--- config.mk ---
export PLATFORM = sky130hd
export DESIGN_NAME = vga_sprite_display_flat
export DESIGN_NICKNAME = d
export VERILOG_FILES = /design/src/rtl/vga_sprite_display_if.sv /design/src/rtl/vga_sprite_display.sv /design/src/flat_wrapper.sv
export SDC_FILE = /design/constraint.sdc
export NUM_CORES = 1
export LEC_CHECK = 0
export BUFFER_PORTS_ARGS = -buffer_cell sky130_fd_sc_hd__buf_2
export CAP_MARGIN = 25
export CORE_AREA = 2 2 195 197
export DETAILED_ROUTE_END_ITERATION = 16
export DIE_AREA = 0 0 197 199
export PLACE_DENSITY = 0.68
export SYNTH_ARGS = -nofsm -noshare
export SYNTH_HDL_FRONTEND = slang
export SYNTH_SLANG_ARGS = --single-unit
--- constraint.sdc ---
create_clock -name clk_vga -period 7.6 [get_ports clk_vga]
set_input_delay 1.52 -clock clk_vga [delete_from_list [all_inputs] [get_ports clk_vga]]
set_output_delay 1.52 -clock clk_vga [all_outputs]
set_load 0.01 [all_outputs]
--- src/rtl/vga_sprite_display_if.sv ---
// Picture RAM read port: the display stage issues address/enable, the RAM returns RGB565
// data one cycle after a read enable.
interface vga_sprite_display_if #(
    parameter int unsigned ADDR_W = 19
);
    logic [ADDR_W-1:0] ram_addr;
    logic              ram_en;
    logic [15:0]       color_data_in;

    modport master (output ram_addr, output ram_en, input color_data_in);
    modport slave  (input ram_addr, input ram_en, output color_data_in);
endinterface

--- src/rtl/vga_sprite_display.sv ---
// VGA display stage: self-timed raster, background picture from RAM, N_OBJ solid sprites
// with fixed priority (index 0 on top), per-frame shadowed positions and collision flags.
module vga_sprite_display #(
    parameter int unsigned N_OBJ    = 4,
    parameter int unsigned OBJ_W    = 40,
    parameter int unsigned OBJ_H    = 40,
    parameter int unsigned PIC_W    = 640,
    parameter int unsigned PIC_H    = 480,
    parameter int unsigned ADDR_W   = 19,
    parameter int unsigned H_VIS    = 640,
    parameter int unsigned H_FP     = 16,
    parameter int unsigned H_SYNC   = 96,
    parameter int unsigned H_BP     = 48,
    parameter int unsigned V_VIS    = 480,
    parameter int unsigned V_FP     = 10,
    parameter int unsigned V_SYNC   = 2,
    parameter int unsigned V_BP     = 33,
    parameter logic [11:0] BG_COLOR = 12'hFCD
) (
    input  logic                  clk_vga,
    input  logic                  rst,
    input  logic [10:0]           pic_x_begin,
    input  logic [10:0]           pic_y_begin,
    input  logic [11*N_OBJ-1:0]   obj_x,
    input  logic [11*N_OBJ-1:0]   obj_y,
    input  logic [N_OBJ-1:0]      obj_show,
    input  logic [12*N_OBJ-1:0]   obj_color,
    vga_sprite_display_if.master  ram,
    output logic                  hsync,
    output logic                  vsync,
    output logic [3:0]            red,
    output logic [3:0]            green,
    output logic [3:0]            blue,
    output logic                  frame_tick,
    output logic [N_OBJ-1:0]      collide
);
    localparam int unsigned HTotal = H_VIS + H_FP + H_SYNC + H_BP;
    localparam int unsigned VTotal = V_VIS + V_FP + V_SYNC + V_BP;
    localparam logic [10:0] HLast  = 11'(HTotal - 1);
    localparam logic [10:0] VLast  = 11'(VTotal - 1);
    localparam logic [11:0] HVis   = 12'(H_VIS);
    localparam logic [11:0] VVis   = 12'(V_VIS);
    localparam logic [11:0] HsBeg  = 12'(H_VIS + H_FP);
    localparam logic [11:0] HsEnd  = 12'(H_VIS + H_FP + H_SYNC);
    localparam logic [11:0] VsBeg  = 12'(V_VIS + V_FP);
    localparam logic [11:0] VsEnd  = 12'(V_VIS + V_FP + V_SYNC);
    localparam logic [11:0] PicW   = 12'(PIC_W);
    localparam logic [11:0] PicH   = 12'(PIC_H);
    localparam logic [11:0] ObjW   = 12'(OBJ_W);
    localparam logic [11:0] ObjH   = 12'(OBJ_H);

    logic [10:0]          h_q, v_q;
    logic [10:0]          sh_px_q, sh_py_q;
    logic [11*N_OBJ-1:0]  sh_x_q, sh_y_q;
    logic [N_OBJ-1:0]     sh_show_q;
    logic [12*N_OBJ-1:0]  sh_color_q;
    logic [N_OBJ-1:0]     acc_q;

    logic                 frame_end, vis, pic_in, multi_hit, hs_raw, vs_raw;
    logic [N_OBJ-1:0]     hit;
    logic [11:0]          sel_color;
    logic [23:0]          addr_full;

    logic                 s1_vis, s1_pic, s1_hs, s1_vs;
    logic [N_OBJ-1:0]     s1_hit;
    logic [11:0]          s1_color;
    logic                 s2_vis, s2_pic, s2_any;
    logic [11:0]          s2_color;

    assign frame_end = (h_q == HLast) && (v_q == VLast);

    // Raster counters
    always_ff @(posedge clk_vga or negedge rst) begin
        if (!rst) begin
            h_q <= '0;
            v_q <= '0;
        end else if (h_q == HLast) begin
            h_q <= '0;
            v_q <= (v_q == VLast) ? 11'd0 : v_q + 11'd1;
        end else begin
            h_q <= h_q + 11'd1;
        end
    end

    // Shadow copies of positions, loaded only at frame end so a frame never tears
    always_ff @(posedge clk_vga or negedge rst) begin
        if (!rst) begin
            sh_px_q    <= '0;
            sh_py_q    <= '0;
            sh_x_q     <= '0;
            sh_y_q     <= '0;
            sh_show_q  <= '0;
            sh_color_q <= '0;
        end else if (frame_end) begin
            sh_px_q    <= pic_x_begin;
            sh_py_q    <= pic_y_begin;
            sh_x_q     <= obj_x;
            sh_y_q     <= obj_y;
            sh_show_q  <= obj_show;
            sh_color_q <= obj_color;
        end
    end

    // Stage 0: window/sprite decode from the counter position, all compares at 12 bits
    always_comb begin
        logic [11:0] h12, v12, px12, py12, ox, oy, dv, dh;
        h12       = {1'b0, h_q};
        v12       = {1'b0, v_q};
        px12      = {1'b0, sh_px_q};
        py12      = {1'b0, sh_py_q};
        ox        = '0;
        oy        = '0;
        hit       = '0;
        sel_color = '0;
        vis       = (h12 < HVis) && (v12 < VVis);
        pic_in    = vis && (h12 >= px12) && (h12 < px12 + PicW)
                        && (v12 >= py12) && (v12 < py12 + PicH);
        for (int i = 0; i < int'(N_OBJ); i++) begin
            ox     = {1'b0, sh_x_q[11*i +: 11]};
            oy     = {1'b0, sh_y_q[11*i +: 11]};
            hit[i] = sh_show_q[i] && vis && (h12 >= ox) && (h12 < ox + ObjW)
                                         && (v12 >= oy) && (v12 < oy + ObjH);
        end
        // Walk from lowest priority up so the lowest-index hit wins
        for (int i = int'(N_OBJ) - 1; i >= 0; i--) begin
            if (hit[i]) sel_color = sh_color_q[12*i +: 12];
        end
        multi_hit = (hit & (hit - N_OBJ'(1))) != '0;
        dv        = v12 - py12;
        dh        = h12 - px12;
        addr_full = {12'b0, dv} * {12'b0, PicW} + {12'b0, dh};
        hs_raw    = !((h12 >= HsBeg) && (h12 < HsEnd));
        vs_raw    = !((v12 >= VsBeg) && (v12 < VsEnd));
    end

    // Collision accumulator, published and cleared at frame end
    always_ff @(posedge clk_vga or negedge rst) begin
        if (!rst) begin
            acc_q      <= '0;
            collide    <= '0;
            frame_tick <= 1'b0;
        end else begin
            frame_tick <= frame_end;
            if (frame_end) begin
                collide <= acc_q;
                acc_q   <= '0;
            end else if (multi_hit) begin
                acc_q   <= acc_q | hit;
            end
        end
    end

    // Stage 1: RAM request plus decode results carried alongside
    always_ff @(posedge clk_vga or negedge rst) begin
        if (!rst) begin
            s1_vis       <= 1'b0;
            s1_pic       <= 1'b0;
            s1_hit       <= '0;
            s1_color     <= '0;
            s1_hs        <= 1'b1;
            s1_vs        <= 1'b1;
            ram.ram_en   <= 1'b0;
            ram.ram_addr <= '0;
        end else begin
            s1_vis     <= vis;
            s1_pic     <= pic_in;
            s1_hit     <= hit;
            s1_color   <= sel_color;
            s1_hs      <= hs_raw;
            s1_vs      <= vs_raw;
            ram.ram_en <= pic_in;
            if (pic_in) ram.ram_addr <= addr_full[ADDR_W-1:0];
        end
    end

    // Stage 2: registered pixel decision and syncs, aligned with the RAM read data
    always_ff @(posedge clk_vga or negedge rst) begin
        if (!rst) begin
            s2_vis   <= 1'b0;
            s2_pic   <= 1'b0;
            s2_any   <= 1'b0;
            s2_color <= '0;
            hsync    <= 1'b1;
            vsync    <= 1'b1;
        end else begin
            s2_vis   <= s1_vis;
            s2_pic   <= s1_pic;
            s2_any   <= |s1_hit;
            s2_color <= s1_color;
            hsync    <= s1_hs;
            vsync    <= s1_vs;
        end
    end

    // Final colour select; RAM data arrives in this cycle, so it is muxed in directly
    always_comb begin
        {red, green, blue} = 12'h000;
        if (!s2_vis)     {red, green, blue} = 12'h000;
        else if (s2_any) {red, green, blue} = s2_color;
        else if (s2_pic) {red, green, blue} = {ram.color_data_in[15:12],
                                               ram.color_data_in[10:7],
                                               ram.color_data_in[4:1]};
        else             {red, green, blue} = BG_COLOR;
    end

    logic unused_bits;
    assign unused_bits = ^{ram.color_data_in[11], ram.color_data_in[6:5],
                           ram.color_data_in[0], addr_full};
endmodule

--- src/flat_wrapper.sv ---
// flat-port wrapper written by rule: the top's interface ports become plain ports
module vga_sprite_display_flat 
#(
    parameter int unsigned N_OBJ    = 4,
    parameter int unsigned OBJ_W    = 40,
    parameter int unsigned OBJ_H    = 40,
    parameter int unsigned PIC_W    = 640,
    parameter int unsigned PIC_H    = 480,
    parameter int unsigned ADDR_W   = 19,
    parameter int unsigned H_VIS    = 640,
    parameter int unsigned H_FP     = 16,
    parameter int unsigned H_SYNC   = 96,
    parameter int unsigned H_BP     = 48,
    parameter int unsigned V_VIS    = 480,
    parameter int unsigned V_FP     = 10,
    parameter int unsigned V_SYNC   = 2,
    parameter int unsigned V_BP     = 33,
    parameter logic [11:0] BG_COLOR = 12'hFCD
)
  (clk_vga, rst, pic_x_begin, pic_y_begin, obj_x, obj_y, obj_show, obj_color, hsync, vsync, red, green, blue, frame_tick, collide, ram_ram_addr, ram_ram_en, ram_color_data_in);
  vga_sprite_display_if #(.ADDR_W(ADDR_W)) ram_i ();
  input  logic clk_vga;
  input  logic rst;
  input  logic [10:0] pic_x_begin;
  input  logic [10:0] pic_y_begin;
  input  logic [11*N_OBJ-1:0] obj_x;
  input  logic [11*N_OBJ-1:0] obj_y;
  input  logic [N_OBJ-1:0] obj_show;
  input  logic [12*N_OBJ-1:0] obj_color;
  output logic hsync;
  output logic vsync;
  output logic [3:0] red;
  output logic [3:0] green;
  output logic [3:0] blue;
  output logic frame_tick;
  output logic [N_OBJ-1:0] collide;
  output wire logic [$bits(ram_i.ram_addr)-1:0] ram_ram_addr;
  output wire logic [$bits(ram_i.ram_en)-1:0] ram_ram_en;
  input wire logic [$bits(ram_i.color_data_in)-1:0] ram_color_data_in;
  assign ram_ram_addr = ram_i.ram_addr;
  assign ram_ram_en = ram_i.ram_en;
  assign ram_i.color_data_in = ram_color_data_in;
  vga_sprite_display #(.N_OBJ(N_OBJ), .OBJ_W(OBJ_W), .OBJ_H(OBJ_H), .PIC_W(PIC_W), .PIC_H(PIC_H), .ADDR_W(ADDR_W), .H_VIS(H_VIS), .H_FP(H_FP), .H_SYNC(H_SYNC), .H_BP(H_BP), .V_VIS(V_VIS), .V_FP(V_FP), .V_SYNC(V_SYNC), .V_BP(V_BP), .BG_COLOR(BG_COLOR)) u_core (.clk_vga(clk_vga), .rst(rst), .pic_x_begin(pic_x_begin), .pic_y_begin(pic_y_begin), .obj_x(obj_x), .obj_y(obj_y), .obj_show(obj_show), .obj_color(obj_color), .ram(ram_i), .hsync(hsync), .vsync(vsync), .red(red), .green(green), .blue(blue), .frame_tick(frame_tick), .collide(collide));
endmodule
==> reports/results.ini <==
[outcome]
outcome=completed

[clock_network]
clock_latency_ps=580
ctsResizeCount=0
cts_hold_buf=0
postCtsSetupRepairBufs=0
h-tree-depth=1
cts_buffers=30
cts_root_buf=clkbuf_16
clock_sinks=249
cts_tree=done
clk_transition_reported_paths_ps=60
clk_path_buf_depth=3

[yosys]
synth-simple-area-share_pct=15.6
synth_mux_area_share_pct=3.18
synth-xor-area-share_pct=5.35
yosys.area.top_type=dfrtp_1
syn_avg_cell_area_um2=9.21
synth_top_family_by_area=adder cells
synthArstFlopShare_pct=100
yosys_most_used_dff=dfrtp_1
synth_compound_area_share_pct=15.3
synth_edf_count=0
seq_area_frac_synth_pct=38.5
synth-seq-cells=249
synth_most_common_cell=nand2_1
synth.top_cell.area_share_pct=37.8
yosysUniqueCellTypes=66
yosys_warnings=0
synth_common_cells=nand2_1, dfrtp_1, ha_1, o21ai_0, inv_1
synth_area_um2=16200
synth_area_leaders=dfrtp_1, ha_1, nand2_1, o21ai_0, xnor2_1
synth_cells=1760
synthAdderAreaFrac_pct=17.3
syn_nets=2161

[floorplan]
core-area_um2=37100
rows=71
start_util_pct=43.6
dieHeight_um=199
die_w_um=197
ios=219
die_area_um2=39200

[global_routing]
gr-usage-met1_pct=29.0
grt_pass1_vias=13100
grt_max_degree=182
overflow=0
grt.total_usage_pct=21.8
gr-max-usage-layer=met2
grt_pass1_wl_mm=67.6
grtUsageMet3_pct=2.44
grtUsageMet2_pct=36.8
antenna_found_initial=2

[timing]
holdWs_ps=347
slew-limit-headroom_pct=34.7
rsz0062_at_grt=no
finalSetupViolations=0
fmax_ghz=0.205
finalCriticalPeriod_ps=4880
slew_violations=0
tightestPinTransition_ps=976
skew_ps=30.1
post-route-period-util_pct=64.2
hold_viol_final=0
fin_tns_setup_ps=0

[route]
drt_first_iter_violations=615
avgViaCountPerCell=5.33
firstDrtPassIters=5
dr_total_vias=13100
routedWlPerCell_um=17.1
drc_errors=0
antenna_left=0
wl_mm=42.2

[worst_setup_path]
required_ps=8040
critPathKind=register to register
reg2regPathDepth=20
setup.worst_path.end=u_core.ram.ram_addr[18]
r2r_slack_ps=2720
crit_path_end_kind=register
regToRegStartpoint=u_core.v_q[0]
cp-startpoint=u_core.v_q[0]
worstSetupStartpointType=register
critPathArrivalTime_ps=5320
r2r_end=u_core.ram.ram_addr[18]
critical_path.max_fanout=7

[place]
routabilityCongestion=0.870
dp_cells=2411
io_buffers=214
place_area_um2=17800
place.detailed.hpwl_mm=30.9

[finish]
instances_no_fill=2467
drive_gt1_share_pct=16.1
final_nets=2370
final_cell_area_um2=18800
synthToLayoutAreaGrowth_pct=16.2
fillers=3486

[pwr]
finalPower_w=0.00295
ir_drop_uv=158
leakagePower_nw=9.65
p_per_area_nw_per_um2=157

[worst_hold_path]
min_path_type=register to register

[job]
maxCapViolCount=0

routing by layer:
layer  part of all wire (%)  up-vias
li1                       -     6498
met1                     46     6309
met2                     48      263
met3                    3.6       71
met4                    3.0        0
met5                      0        -
worst max-delay path: stages (launching register included):
cell,delay (ps)
dfrtp_1,390
inv_1,270
ha_1,240
inv_1,60
fa_1,410
a21o_1,190
a21oi_2,190
o21bai_1,110
a21oi_1,190
xnor2_1,180
ha_1,280
ha_1,360
and3_1,200
a2111oi_0,530
xnor2_1,250
nand4b_1,180
nor2_1,120
nand2_1,70
xnor2_1,150
xnor2_1,130
mux2_4,260
stage by stage:
stage               worst slack [ps]  util (%)
floorplan                       3260         -
global placement                2770      47.8
detailed placement              2740      47.8
CTS                             2710      50.7
global route                    2410      50.7
finish                          2720      50.7
where the power goes:
part	switching (W)	internal (W)	total [W]
Clock	0.000591	0.000961	0.00155
Combinational	0.0000425	0.0000337	0.0000763
Sequential	0	0.00133	0.00133
layout make-up:
type | count | area, µm² | share of cell area [%]
Multi-Input combinational cell | 1316 | 9190 | 48.8
Sequential cell | 249 | 6240 | 33.1
Timing Repair Buffer | 226 | 1200 | 6.35
Clock buffer | 40 | 860 | 4.56
Tap cell | 474 | 593 | 3.15
Inverter | 146 | 548 | 2.91
Clock inverter | 15 | 215 | 1.14
Antenna cell | 1 | 2.50 | 0.0133
registers in the layout (all words and copies together) (netlist names), 4 cells and up:
register	count
u_core.sh_color_q	48
u_core.ram.ram_addr	19
u_core.sh_px_q	11
u_core.s1_color	12
u_core.sh_show_q	4
u_core.s2_color	12
u_core.v_q	11
u_core.sh_x_q	44
u_core.sh_y_q	44
u_core.acc_q	4
u_core.sh_py_q	11
u_core.h_q	11
u_core.collide	4
u_core.s1_hit	4
cells by family after synthesis:
family	after synthesis
adders and majority gates	221
muxes	44
AOI/OAI and AO/OA	391
buffers and inverters	195
and+or+nand+nor	561
xor gates and xnor gates	99
DFF	249
how the worst min path moves through the flow:
| stage | from | to | cells past startpoint |
|---|---|---|---|
| 6_report | u_core.s1_color[9] | u_core.s2_color[9] | 0 |
| 2_1_floorplan | u_core.s1_color[0] | u_core.s2_color[0] | 0 |
| 5_1_grt | u_core.s1_color[7] | u_core.s2_color[7] | 0 |
| 4_1_cts | u_core.s1_color[8] | u_core.s2_color[8] | 0 |
| 3_5_place_dp | u_core.s1_color[8] | u_core.s2_color[8] | 0 |
| 3_3_place_gp | u_core.s1_color[8] | u_core.s2_color[8] | 0 |
layout by cell type, fill, tap and decap left out, drive strengths merged, types with 29 or more instances in the layout:
| master | instances |
|---|---|
| buf | 226 |
| inv | 146 |
| dfrtp | 245 |
| ha | 217 |
| clkbuf | 40 |
| o21ai | 167 |
| a21o | 30 |
| nand2 | 337 |
| a21oi | 86 |
| nor2 | 56 |
| mux2i | 29 |
| xnor2 | 72 |
Note: power is estimated with default switching activity, not from simulation.
